--- src/rtl/uart_pkg.sv ---
// Shared UART definitions: feeder FSM encoding, baud timing constants and a small
// sizing helper used by the feeder's shared counter.
package uart_pkg;
   localparam int UART_CLK_FREQ = 12_000_000;
   localparam int UART_BAUD     = 9600;
   localparam int CLKS_PER_BIT  = UART_CLK_FREQ / UART_BAUD;

   typedef enum logic [2:0] {
      S_IDLE,
      S_START,
      S_WAIT_BUSY,
      S_WAIT_DONE,
      S_GAP
   } feeder_state_e;

   function automatic int max_int(input int a, input int b);
      return (a > b) ? a : b;
   endfunction
endpackage

--- src/rtl/uart_tx_fifo_feeder_if.sv ---
// Byte-in valid/ready handshake plus the transmitter start/busy handshake of the feeder.
// The slave side is the feeder; the master side is the byte producer and transmitter.
interface uart_tx_fifo_feeder_if;
   logic [7:0] in_data;
   logic       in_valid;
   logic       in_ready;
   logic       tx_start;
   logic [7:0] tx_data;
   logic       tx_busy;

   modport master (
      output in_data, in_valid, tx_busy,
      input  in_ready, tx_start, tx_data
   );

   modport slave (
      input  in_data, in_valid, tx_busy,
      output in_ready, tx_start, tx_data
   );
endinterface

--- src/rtl/sync_fifo.sv ---
// Single-clock FIFO with registered occupancy count and a combinational head read,
// so the consumer sees the oldest entry in the same cycle it decides to pop.
module sync_fifo #(
   parameter int WIDTH  = 8,
   parameter int DEPTH  = 16,
   parameter int ADDR_W = 4
) (
   input  logic              clk,
   input  logic              rst,
   input  logic              push,
   input  logic              pop,
   input  logic [WIDTH-1:0]  din,
   output logic [WIDTH-1:0]  dout,
   output logic [ADDR_W:0]   count,
   output logic              full,
   output logic              empty
);
   localparam int CW = ADDR_W + 1;

   logic [WIDTH-1:0]  mem_q [DEPTH];
   logic [ADDR_W-1:0] wr_ptr_q, wr_ptr_d;
   logic [ADDR_W-1:0] rd_ptr_q, rd_ptr_d;
   logic [CW-1:0]     count_q, count_d;
   logic              do_push, do_pop;

   assign full  = (count_q == CW'(DEPTH));
   assign empty = (count_q == '0);
   assign count = count_q;
   assign dout  = mem_q[rd_ptr_q];

   // Pointers wrap naturally because DEPTH is a power of two.
   always_comb begin
      do_push  = push && !full;
      do_pop   = pop && !empty;
      wr_ptr_d = wr_ptr_q + ADDR_W'(do_push);
      rd_ptr_d = rd_ptr_q + ADDR_W'(do_pop);
      count_d  = count_q + CW'(do_push) - CW'(do_pop);
   end

   always_ff @(posedge clk or posedge rst) begin
      if (rst) begin
         wr_ptr_q <= '0;
         rd_ptr_q <= '0;
         count_q  <= '0;
      end else begin
         wr_ptr_q <= wr_ptr_d;
         rd_ptr_q <= rd_ptr_d;
         count_q  <= count_d;
      end
   end

   always_ff @(posedge clk) begin
      if (do_push) mem_q[wr_ptr_q] <= din;
   end
endmodule

--- src/rtl/uart_tx_fifo_feeder.sv ---
// Buffered byte source for the 8N1 transmitter: queues bytes in a FIFO and drains them
// one frame at a time, with an optional inter-frame gap and a busy-acknowledge timeout.
module uart_tx_fifo_feeder
   import uart_pkg::*;
#(
   parameter int DEPTH        = 16,
   parameter int ADDR_W       = 4,
   parameter int GAP_CLKS     = 0,
   parameter int BUSY_TIMEOUT = 15
) (
   input  logic                  clk,
   input  logic                  rst,
   uart_tx_fifo_feeder_if.slave  bus,
   output logic [ADDR_W:0]       fifo_count,
   output logic                  fifo_full,
   output logic                  fifo_empty,
   output logic                  idle,
   output logic                  err_timeout,
   input  logic                  err_clr
);
   // One counter serves both the busy timeout and the idle gap, so size it for the larger.
   localparam int CNT_W = $clog2(max_int(BUSY_TIMEOUT, GAP_CLKS) + 1);
   localparam logic [CNT_W-1:0] TO_LAST  = CNT_W'(BUSY_TIMEOUT - 2);
   localparam logic [CNT_W-1:0] GAP_LAST = CNT_W'(max_int(GAP_CLKS, 1) - 1);
   localparam feeder_state_e AFTER_FRAME = (GAP_CLKS == 0) ? S_IDLE : S_GAP;

   feeder_state_e    state_q, state_d;
   logic [CNT_W-1:0] cnt_q, cnt_d;
   logic             tx_start_q, tx_start_d;
   logic [7:0]       tx_data_q, tx_data_d;
   logic             err_q, err_d;
   logic             pop;
   logic [7:0]       head;

   sync_fifo #(
      .WIDTH  (8),
      .DEPTH  (DEPTH),
      .ADDR_W (ADDR_W)
   ) u_fifo (
      .clk   (clk),
      .rst   (rst),
      .push  (bus.in_valid),
      .pop   (pop),
      .din   (bus.in_data),
      .dout  (head),
      .count (fifo_count),
      .full  (fifo_full),
      .empty (fifo_empty)
   );

   assign bus.in_ready = !fifo_full;
   assign bus.tx_start = tx_start_q;
   assign bus.tx_data  = tx_data_q;
   assign err_timeout  = err_q;
   assign idle         = (state_q == S_IDLE) && fifo_empty;

   always_comb begin
      state_d    = state_q;
      cnt_d      = cnt_q;
      tx_start_d = 1'b0;
      tx_data_d  = tx_data_q;
      err_d      = err_q;
      pop        = 1'b0;
      if (err_clr) err_d = 1'b0;
      unique case (state_q)
         // A busy transmitter in idle belongs to someone else; hold off until it frees.
         S_IDLE: begin
            if (!fifo_empty && !bus.tx_busy) begin
               pop        = 1'b1;
               tx_data_d  = head;
               tx_start_d = 1'b1;
               state_d    = S_START;
            end
         end
         S_START: begin
            cnt_d   = '0;
            state_d = S_WAIT_BUSY;
         end
         S_WAIT_BUSY: begin
            if (bus.tx_busy) begin
               state_d = S_WAIT_DONE;
            end else if (cnt_q == TO_LAST) begin
               err_d   = 1'b1;
               cnt_d   = '0;
               state_d = AFTER_FRAME;
            end else begin
               cnt_d = cnt_q + CNT_W'(1);
            end
         end
         S_WAIT_DONE: begin
            if (!bus.tx_busy) begin
               cnt_d   = '0;
               state_d = AFTER_FRAME;
            end
         end
         S_GAP: begin
            if (cnt_q == GAP_LAST) state_d = S_IDLE;
            else                   cnt_d   = cnt_q + CNT_W'(1);
         end
         default: state_d = S_IDLE;
      endcase
   end

   always_ff @(posedge clk or posedge rst) begin
      if (rst) begin
         state_q    <= S_IDLE;
         cnt_q      <= '0;
         tx_start_q <= 1'b0;
         tx_data_q  <= 8'h00;
         err_q      <= 1'b0;
      end else begin
         state_q    <= state_d;
         cnt_q      <= cnt_d;
         tx_start_q <= tx_start_d;
         tx_data_q  <= tx_data_d;
         err_q      <= err_d;
      end
   end
endmodule

--- src/flat_wrapper.sv ---
// flat-port wrapper written by rule: the top's interface ports become plain ports
module uart_tx_fifo_feeder_flat import uart_pkg::*;
#(
   parameter int DEPTH        = 16,
   parameter int ADDR_W       = 4,
   parameter int GAP_CLKS     = 0,
   parameter int BUSY_TIMEOUT = 15
)
  (clk, rst, fifo_count, fifo_full, fifo_empty, idle, err_timeout, err_clr, bus_in_data, bus_in_valid, bus_tx_busy, bus_in_ready, bus_tx_start, bus_tx_data);
  uart_tx_fifo_feeder_if bus_i ();
  input  logic clk;
  input  logic rst;
  output logic [ADDR_W:0] fifo_count;
  output logic fifo_full;
  output logic fifo_empty;
  output logic idle;
  output logic err_timeout;
  input  logic err_clr;
  input wire logic [$bits(bus_i.in_data)-1:0] bus_in_data;
  input wire logic [$bits(bus_i.in_valid)-1:0] bus_in_valid;
  input wire logic [$bits(bus_i.tx_busy)-1:0] bus_tx_busy;
  output wire logic [$bits(bus_i.in_ready)-1:0] bus_in_ready;
  output wire logic [$bits(bus_i.tx_start)-1:0] bus_tx_start;
  output wire logic [$bits(bus_i.tx_data)-1:0] bus_tx_data;
  assign bus_i.in_data = bus_in_data;
  assign bus_i.in_valid = bus_in_valid;
  assign bus_i.tx_busy = bus_tx_busy;
  assign bus_in_ready = bus_i.in_ready;
  assign bus_tx_start = bus_i.tx_start;
  assign bus_tx_data = bus_i.tx_data;
  uart_tx_fifo_feeder #(.DEPTH(DEPTH), .ADDR_W(ADDR_W), .GAP_CLKS(GAP_CLKS), .BUSY_TIMEOUT(BUSY_TIMEOUT)) u_core (.clk(clk), .rst(rst), .bus(bus_i), .fifo_count(fifo_count), .fifo_full(fifo_full), .fifo_empty(fifo_empty), .idle(idle), .err_timeout(err_timeout), .err_clr(err_clr));
endmodule
--- config.mk ---
export PLATFORM = sky130hd
export DESIGN_NAME = uart_tx_fifo_feeder_flat
export DESIGN_NICKNAME = d
export VERILOG_FILES = /design/src/rtl/uart_pkg.sv /design/src/rtl/uart_tx_fifo_feeder_if.sv /design/src/rtl/sync_fifo.sv /design/src/rtl/uart_tx_fifo_feeder.sv /design/src/flat_wrapper.sv
export SDC_FILE = /design/constraint.sdc
export NUM_CORES = 1
export LEC_CHECK = 0
export BUFFER_PORTS_ARGS = -buffer_cell sky130_fd_sc_hd__buf_2
export CORE_UTILIZATION = 25
export CTS_CLUSTER_SIZE = 16
export DETAILED_ROUTE_END_ITERATION = 6
export PLACE_DENSITY = 0.5
export SETUP_SLACK_MARGIN = 0.5
export SLEW_MARGIN = 20
export SYNTH_ARGS = -nofsm -noshare
export SYNTH_HDL_FRONTEND = slang
export SYNTH_HIERARCHICAL = 1
export SYNTH_SLANG_ARGS = --single-unit
--- constraint.sdc ---
create_clock -name clk -period 4.5 [get_ports clk]
set_clock_uncertainty 0.2 [all_clocks]
set_input_delay 0.675 -clock clk [delete_from_list [all_inputs] [get_ports clk]]
set_output_delay 0.675 -clock clk [all_outputs]
set_load 0.02 [all_outputs]
==> results of run 1 <==
## flip-flops by register name (all words and copies together), names as in the netlist
name / count
u_core/state_q: 2
u_core/u_fifo/rd_ptr_q: 4
u_core/u_fifo/wr_ptr_q: 4
u_core/bus.tx_data: 8
u_core/cnt_q: 4
u_core/err_timeout: 1
u_core/u_fifo/count: 5
u_core/u_fifo/mem_q: 128
u_core/bus.tx_start: 1
## per-layer routing
metal | vias to the layer above | GRT usage [%] | share of wire (%) | routed length [µm]
met2 | 64 | 16.9 | 49 | 6320
li1 | 1412 | - | - | -
met4 | 0 | 3.30 | 0.89 | 114
met1 | 1611 | 13.1 | 45 | 5740
met5 | - | 0 | 0 | 0
met3 | 8 | 3.24 | 4.9 | 625
## layout make-up
type                    count  share of cell area [%]
repair buffers             35                    2.48
clock buffers              17                    5.70
well taps                 330                    5.53
inverters                  15                   0.754
flip-flops and latches    157                    61.2
clock inverters            15                    2.16
multi-input cells         148                    22.1
## final timing paths
| check | start | slack (ns) | depth (start not counted) | to |
|---|---|---|---|---|
| worst max-delay path | u_core/u_fifo/count[2] | 1.08 | 15 | u_core/u_fifo/count[4] |
| min in group clk | err_clr | 0.24 | 2 | u_core/err_timeout |
| worst min-delay path | rst | 0.09 | 2 | u_core/u_fifo/count[1] |
| worst min register to register | u_core/err_timeout | 0.33 | 2 | u_core/err_timeout |
| max in group asynchronous | rst | 3.54 | 2 | u_core/cnt_q[1] |
| worst max register to register | u_core/u_fifo/count[2] | 1.08 | 15 | u_core/u_fifo/count[4] |
## Yosys cell counts, drive strengths merged, types with 2 or more instances
cell | instances | area (µm²)
edfxtp | 128 | 3840
mux4 | 32 | 788
dfrtp | 29 | 726
a22oi | 16 | 120
inv | 15 | 56.3
nor2 | 15 | 56.3
nand2 | 13 | 48.8
ha | 12 | 150
mux2 | 8 | 90.1
buf | 7 | 56.3
nand3 | 6 | 30.0
a21oi | 5 | 25.0
clkbuf | 5 | 18.8
nor3 | 4 | 20.0
xnor2 | 4 | 35.0
xor2 | 4 | 35.0
a21o | 3 | 23.8
clkdlybuf4s25 | 3 | 30.0
nand2b | 3 | 18.8
nor2b | 3 | 18.8
and2 | 2 | 12.5
nand3b | 2 | 15.0
o22ai | 2 | 12.5
or3 | 2 | 13.8
## per-stage QoR
step | hold slack (ns) | instance area, µm² | cells
after global placement | 0.321 | 6880 | 685
after CTS | 0.0898 | 7460 | 717
after global routing | 0.121 | 7460 | 717
after detailed placement | 0.326 | 6880 | 685
after floorplan | 0.273 | 6370 | 335
final | 0.0878 | 7460 | 717
## cell usage in the layout (no fill, tap or decap), types with 5 or more instances in the layout
cell type  synthesis  final
a21oi_1            5      5
a22oi_1           16     16
buf_2              3     31
clkbuf_16          0     17
dfrtp_1           29     27
edfxtp_1         128    128
ha_1              12     12
inv_1             15     15
mux2_2             8      8
mux4_1            18     18
mux4_2            14     14
nand2_1           13     13
nand3_1            6      6
nor2_1            15     15
## critical path, stage by stage (launching register included)
cell and delay (ns):
dfrtp_1 0.37, inv_1 0.07, ha_1 0.20, nor4b_1 0.14, buf_4 0.16, nor4_4 0.59, nor2b_1 0.28, ha_1 0.25
inv_1 0.05, ha_1 0.14, inv_1 0.05, fa_1 0.39, inv_1 0.07, a21oi_1 0.06, o21bai_1 0.17, xnor2_1 0.14
## power by group
part / internal, mW / switching [mW]
Sequential: 1.83 / 0.270
Combinational: 0.575 / 0.644
Clock: 0.827 / 0.591
Total: 3.24 / 1.51
## cells by family (layout without fill, tap and decap cells)
family	Yosys count	in the layout	synth area share, %
XOR/XNOR	8	8	1.10
multiplexers	41	41	13.9
buffers and inverters	30	82	2.53
AND/OR/NAND/NOR	54	54	4.46
AO/OA/AOI/OAI	32	32	3.59
adder cells (fa/ha/maj)	13	13	2.67
flip-flops	157	157	71.7
==> impl_results.md, run 1 <==
* Clock buffer depth at 2
* Clock tree root driver cell: clkbuf_16
* Final setup TNS at 0 ns
* Slew @ Worst Pin at 1.07 ns
* Routed wire per std cell at 17.9 µm
* Starting DRT DRC Count at between 200 and 300
* Vias per inst at ~4.3
* Achievable clock frequency at ~290 MHz
* Final setup margin at 1.08 ns
* Maximum fanout along the worst path at 11
* Drt drc at 0
* First-pass GRT wire length at between 15000 and 20000 µm
* TritonCTS Sinks at 157
* YS warnings at 6
* Port Buffer Count at 31
* Crit Path Category: flip-flop to flip-flop
* Synthesized Nets at around 360
* Place WS at ~1.0 ns
* Top FF cell, synth: edfxtp_1
* # fillers at about 2500
* Share of cells above drive strength 1 at 24.3%
* RSZ-0062 raised after global routing: false
* CTS tree: done
* #FFs+latches synth at 157
* Via count at approximately 3100
* Worst hold path type: input port to async pin
* Nets at 400
* Peak VDD IR at 0.298 mV
* Initial core utilization at about a quarter
* Core area at 25100 µm²
* Inserted Clock Buffers at 17
* Largest net degree at the start of global routing at 35
* Gr usage total at 10.3%
* Total Wirelength at roughly 13000 µm
* Cell Area, Synth at around 6400 µm²
* FP Rows at 58
* Post-Syn Instances at around 340
* PostCTS Resize Cnt at 0
* Crit. End Element: flip-flop
* Crit path time final at approximately 3.4 ns
* Clk pin slew, worst setup/hold paths at 0.06 ns
* Area taken by flip-flops and latches at between 4000 and 5000 µm²
* Area of the multi-input gates at around 1700 µm²
* RD Place Congestion at approximately 0.7
* Die Area at roughly 26000 µm²
* Setup violations, final at 0
* Clock Latency Late Sink at about 0.42 ns
* Slew HR at 28.1%
* Area grow syn2layout at 17.1%
* Die W at ~160 µm
* Vias in the first global route at 3225
* Required time of the critical path at 4.64 ns
* Max-Cap Viols at 0
* Status: finished, final reports clean
* Pins Over Slew Limit at 0
* CTS HTree Levels at 4
* Arr. time, crit path at approximately 3.6 ns
* Number of post-CTS setup repair buffers at 0
* Asr flop ratio synth at 18.5%
* Detailed Place HPWL at 8230 µm
* Initial DRT Pass Iterations at 4
* Post-synth EDFFs at 128
* Period utilization at about three quarters
* P_leak at between 2 and 3 nW
* Cts hold-fix bufs at 0
* Synth cell types at 41
* Grt total ovfl at 0
* Mean area per synthesized cell at approximately 19 µm²
* Num ports at 32
* Total power at between 4 and 5 mW
* Pwr dens at 635 nW/µm²
* Die Span Y at about 160 µm
* Antenna Cells at 0
* Register area share after synthesis at approximately 72%
* Core Util, Final at ~30%
* Worst Setup Start Kind: flip-flop
* Initial antenna violation count at 0
* ANT nets after route at 0
* Final Hold Vio Count at 0
No activity file was read; power rests on OpenSTA's default activity.
==> inputs of run 2 (changes only) <==
--- a/config.mk
+++ b/config.mk
@@ -5,6 +5,7 @@
 export SDC_FILE = /design/constraint.sdc
 export NUM_CORES = 1
 export LEC_CHECK = 0
+export ABC_AREA = 1
 export BUFFER_PORTS_ARGS = -buffer_cell sky130_fd_sc_hd__buf_2
 export CORE_UTILIZATION = 25
 export CTS_CLUSTER_SIZE = 16
==> constraint.sdc (replaced) <==
create_clock -name clk -period 3.42 [get_ports clk]
set_clock_uncertainty 0.2 [all_clocks]
set_input_delay 0.513 -clock clk [delete_from_list [all_inputs] [get_ports clk]]
set_output_delay 0.513 -clock clk [all_outputs]
set_load 0.02 [all_outputs]
==> run 2 against run 1 <==
Net effect:
- routed wire length increased by 21%
- flip-flop and latch count unchanged
- sequential power up 23%
- first-iteration DRC count rose by 4.4%
- total power rose by 44%
- critical endpoint unchanged
- largest cell class unchanged
==> impl_results.md, run 2 <==
* Status: finished, final reports clean
* Achievable clock frequency at 362 MHz (+24%)
* Slew HR at 50.6% (+23 points)
* Total power at 6.85 mW (+44%)
* Initial antenna violation count at 0 (unchanged)
* Port Buffer Count at 31 (unchanged)
* Mean area per synthesized cell at 10.1 µm² (-47%)
* Num ports at 32 (unchanged)
* Clock Latency Late Sink at 0.42 ns (about the same)
* #FFs+latches synth at 157 (unchanged)
* Placed Area at 7510 µm² (+9.2%)
* Die W at 169 µm (+4.8%)
* Peak VDD IR at 0.376 mV (+26%)
* Inst Count DP at 1076 (+57%)
* Finished Cell Area at 8210 µm² (+10%)
* FP Rows at 60 (+3.4%)
* Total Wirelength at 15500 µm (+21%)
* Hold Path Origin: err_clr
* P_leak at 3.60 nW (+36%)
* Vias in the first global route at 4362 (+35%)
* Vias per inst at 3.95 (-8.6%)
* ANT nets after route at 0 (unchanged)
* Initial DRT Pass Iterations at 5 (+1)
* Initial core utilization at 25.7% (+0.36 points)
* CTS tree: done
* Inserted Clock Buffers at 17 (unchanged)
* Cell Area, Synth at 7010 µm² (+10%)
* Die Area at 28700 µm² (+9.9%)
* Required time of the critical path at 3.52 ns (-1.12 ns)
* Period utilization at 80.7% (+4.6 points)
* Max reg flops at 128 (unchanged)
* Asr flop ratio synth at 18.5% (unchanged)
* Die Span Y at 169 µm (+4.8%)
* TritonCTS Sinks at 157 (unchanged)
* Core Util, Final at 30.1% (+0.39 points)
* YS warnings at 6 (unchanged)
* Area taken by flip-flops and latches at 4570 µm² (about the same)
* Largest net degree at the start of global routing at 66 (+89%)
* Pwr dens at 834 nW/µm² (+31%)
* Area of the multi-input gates at 1840 µm² (+12%)
* Slew @ Worst Pin at 0.738 ns (-0.336 ns)
* Crit Path Category: flip-flop to flip-flop
* Synth cell types at 25 (-39%)
* Crit path time final at 2.76 ns (-0.664 ns)
* Final setup TNS at 0 ns (unchanged)
* Top post-synthesis cells by count: 210 x nand2_1, 128 x edfxtp_1, 125 x inv_1, 105 x nand3_1, 29 x dfrtp_1
* Largest register by flop count: u_core/u_fifo/mem_q
* Setup violations, final at 0 (unchanged)
* CTS HTree Levels at 4 (unchanged)
* Largest area contributor in the netlist: edfxtp_1
* RD Place Congestion at 0.818 (+17%)
* # fillers at 2819 (+13%)
* Place WS at 0.443 ns (-0.598 ns)
* Top FF cell, synth: edfxtp_1
* Clock buffer depth at 2 (unchanged)
* Final setup margin at 0.661 ns (-0.416 ns)
* Leading cell type in the layout, fill and taps excluded: nand2_1
* Maximum fanout along the worst path at 10 (-1)
* Most common cell in the netlist: nand2_1
* Ranking of synthesized cells by area: edfxtp_1 55%, nand2_1 11%, dfrtp_1 10%
* Worst hold path type: input port to flip-flop
* Yosys top cell area share at 54.8% (-5.5 points)
* Starting DRT DRC Count at 282 (+4.4%)
* Crit. End Element: flip-flop
* Worst Setup Start Kind: flip-flop
* First-pass GRT wire length at 24500 µm (+29%)
* Area grow syn2layout at 17.0% (about the same)
* Post-route insts no fill at 1116 (+56%)
* Nets at 757 (+89%)
* Routed wire per std cell at 13.9 µm (-22%)
* Register area share after synthesis at 65.2% (-6.6 points)
* Clk pin slew, worst setup/hold paths at 0.07 ns (about the same)
* Hold endpoint: u_core/err_timeout
* R2r worst-path depth at 17 (+2)
* Reg2reg start: u_core/u_fifo/count[3]
* Share of cells above drive strength 1 at 13.4% (-11 points)
* Most frequent cells in the layout: 209 x nand2_1, 128 x edfxtp_1, 123 x inv_1, 105 x nand3_1, 31 x buf_2
* R2r endpoint: u_core/u_fifo/count[4]
* Reg-to-reg slack, setup at 0.66 ns (-0.42 ns)
* Pins Over Slew Limit at 0 (unchanged)
* Synthesized Nets at 719 (+99%)
* RSZ-0062 raised after global routing: false
* Hold WS at 0.0740 ns (-0.0137 ns)
* Arr. time, crit path at 2.86 ns (-0.70 ns)
* Post-synth EDFFs at 128 (unchanged)
* Hold Path Cell Cnt at 2
* Antenna Cells at 0 (unchanged)
* Drt drc at 0 (unchanged)
* Core area at 27300 µm² (+8.5%)
* Gr usage total at 11.5% (+1.2 points)
* Grt total ovfl at 0 (unchanged)
* Detailed Place HPWL at 9820 µm (+19%)
* Max-Cap Viols at 0 (unchanged)
* Via count at 4405 (+42%)
* Final Hold Vio Count at 0 (unchanged)
* Post-Syn Instances at 693 (+110%)
* Clock tree root driver cell: clkbuf_16
## run 2: where the power goes
| group | total (mW) | internal [mW] | switching (mW) | leakage (nW) |
|---|---|---|---|---|
| sequential | 2.58 | 2.40 | 0.175 | 1.51 |
| clock | 1.84 | 1.03 | 0.811 | 0.283 |
| combinational | 2.43 | 0.751 | 1.68 | 1.81 |
| total | 6.85 | 4.18 | 2.67 | 3.60 |
## run 2: kinds of logic (layout without fill, tap and decap cells)
group / Yosys count / count (layout) / synth area share [%]
xor gates and xnor gates: 8 / 8 / 0.999
and+or+nand+nor: 349 / 349 / 21.0
DFF: 157 / 157 / 65.2
buffers and inverters: 155 / 206 / 9.55
AOI/OAI and AO/OA: 11 / 11 / 0.874
adders and majority gates: 13 / 13 / 2.43
## run 2: metal layers
metal / GRT usage [%] / up-vias / part of all wire [%]
li1: - / 2286 / -
met5: 0 / - / 0
met4: 3.64 / 0 / 1.2
met1: 15.9 / 2035 / 51
met3: 3.06 / 8 / 3.7
met2: 17.6 / 76 / 44
## run 2: cell type report
cell class,count,share of cell area (%)
clock buffer,18,5.23
clock inverter,14,1.89
inverter,131,6.02
multi-input combinational,381,22.4
sequential,157,55.7
tap,372,5.67
timing repair buffer,43,3.02
## run 2: critical path, stage by stage (launching register included)
cell and delay, ns:
dfrtp_2 0.38, inv_2 0.06, ha_4 0.16, nand2_4 0.08
nor2_4 0.05, nor2_4 0.13, nand2_4 0.08, inv_4 0.10
o21ai_0 0.08, inv_1 0.12, ha_4 0.21, inv_1 0.05
ha_2 0.16, inv_1 0.05, fa_2 0.38, o21ai_2 0.14
a21oi_2 0.07, xor2_1 0.13
## run 2: timing repair
item	in CTS	in global routing
endpoints found under the hold margin	29	0
resized for setup	2	9
setup endpoints to repair	1	1
cloned	0	0
hold buffers	1	0
pin swaps	1	5
buffers inserted	0	7
## run 2: worst max-delay path by stage
stage                                       from                     end  slack [ns]  depth (start not counted)
after floorplan           u_core/u_fifo/count[2]  u_core/u_fifo/count[4]        0.51                         17
after global placement    u_core/u_fifo/count[3]  u_core/u_fifo/count[4]        0.49                         17
after detailed placement  u_core/u_fifo/count[3]  u_core/u_fifo/count[4]        0.44                         17
after CTS                 u_core/u_fifo/count[3]  u_core/u_fifo/count[4]        0.50                         17
after global routing      u_core/u_fifo/count[3]  u_core/u_fifo/count[4]        0.52                         17
final                     u_core/u_fifo/count[3]  u_core/u_fifo/count[4]        0.66                         17
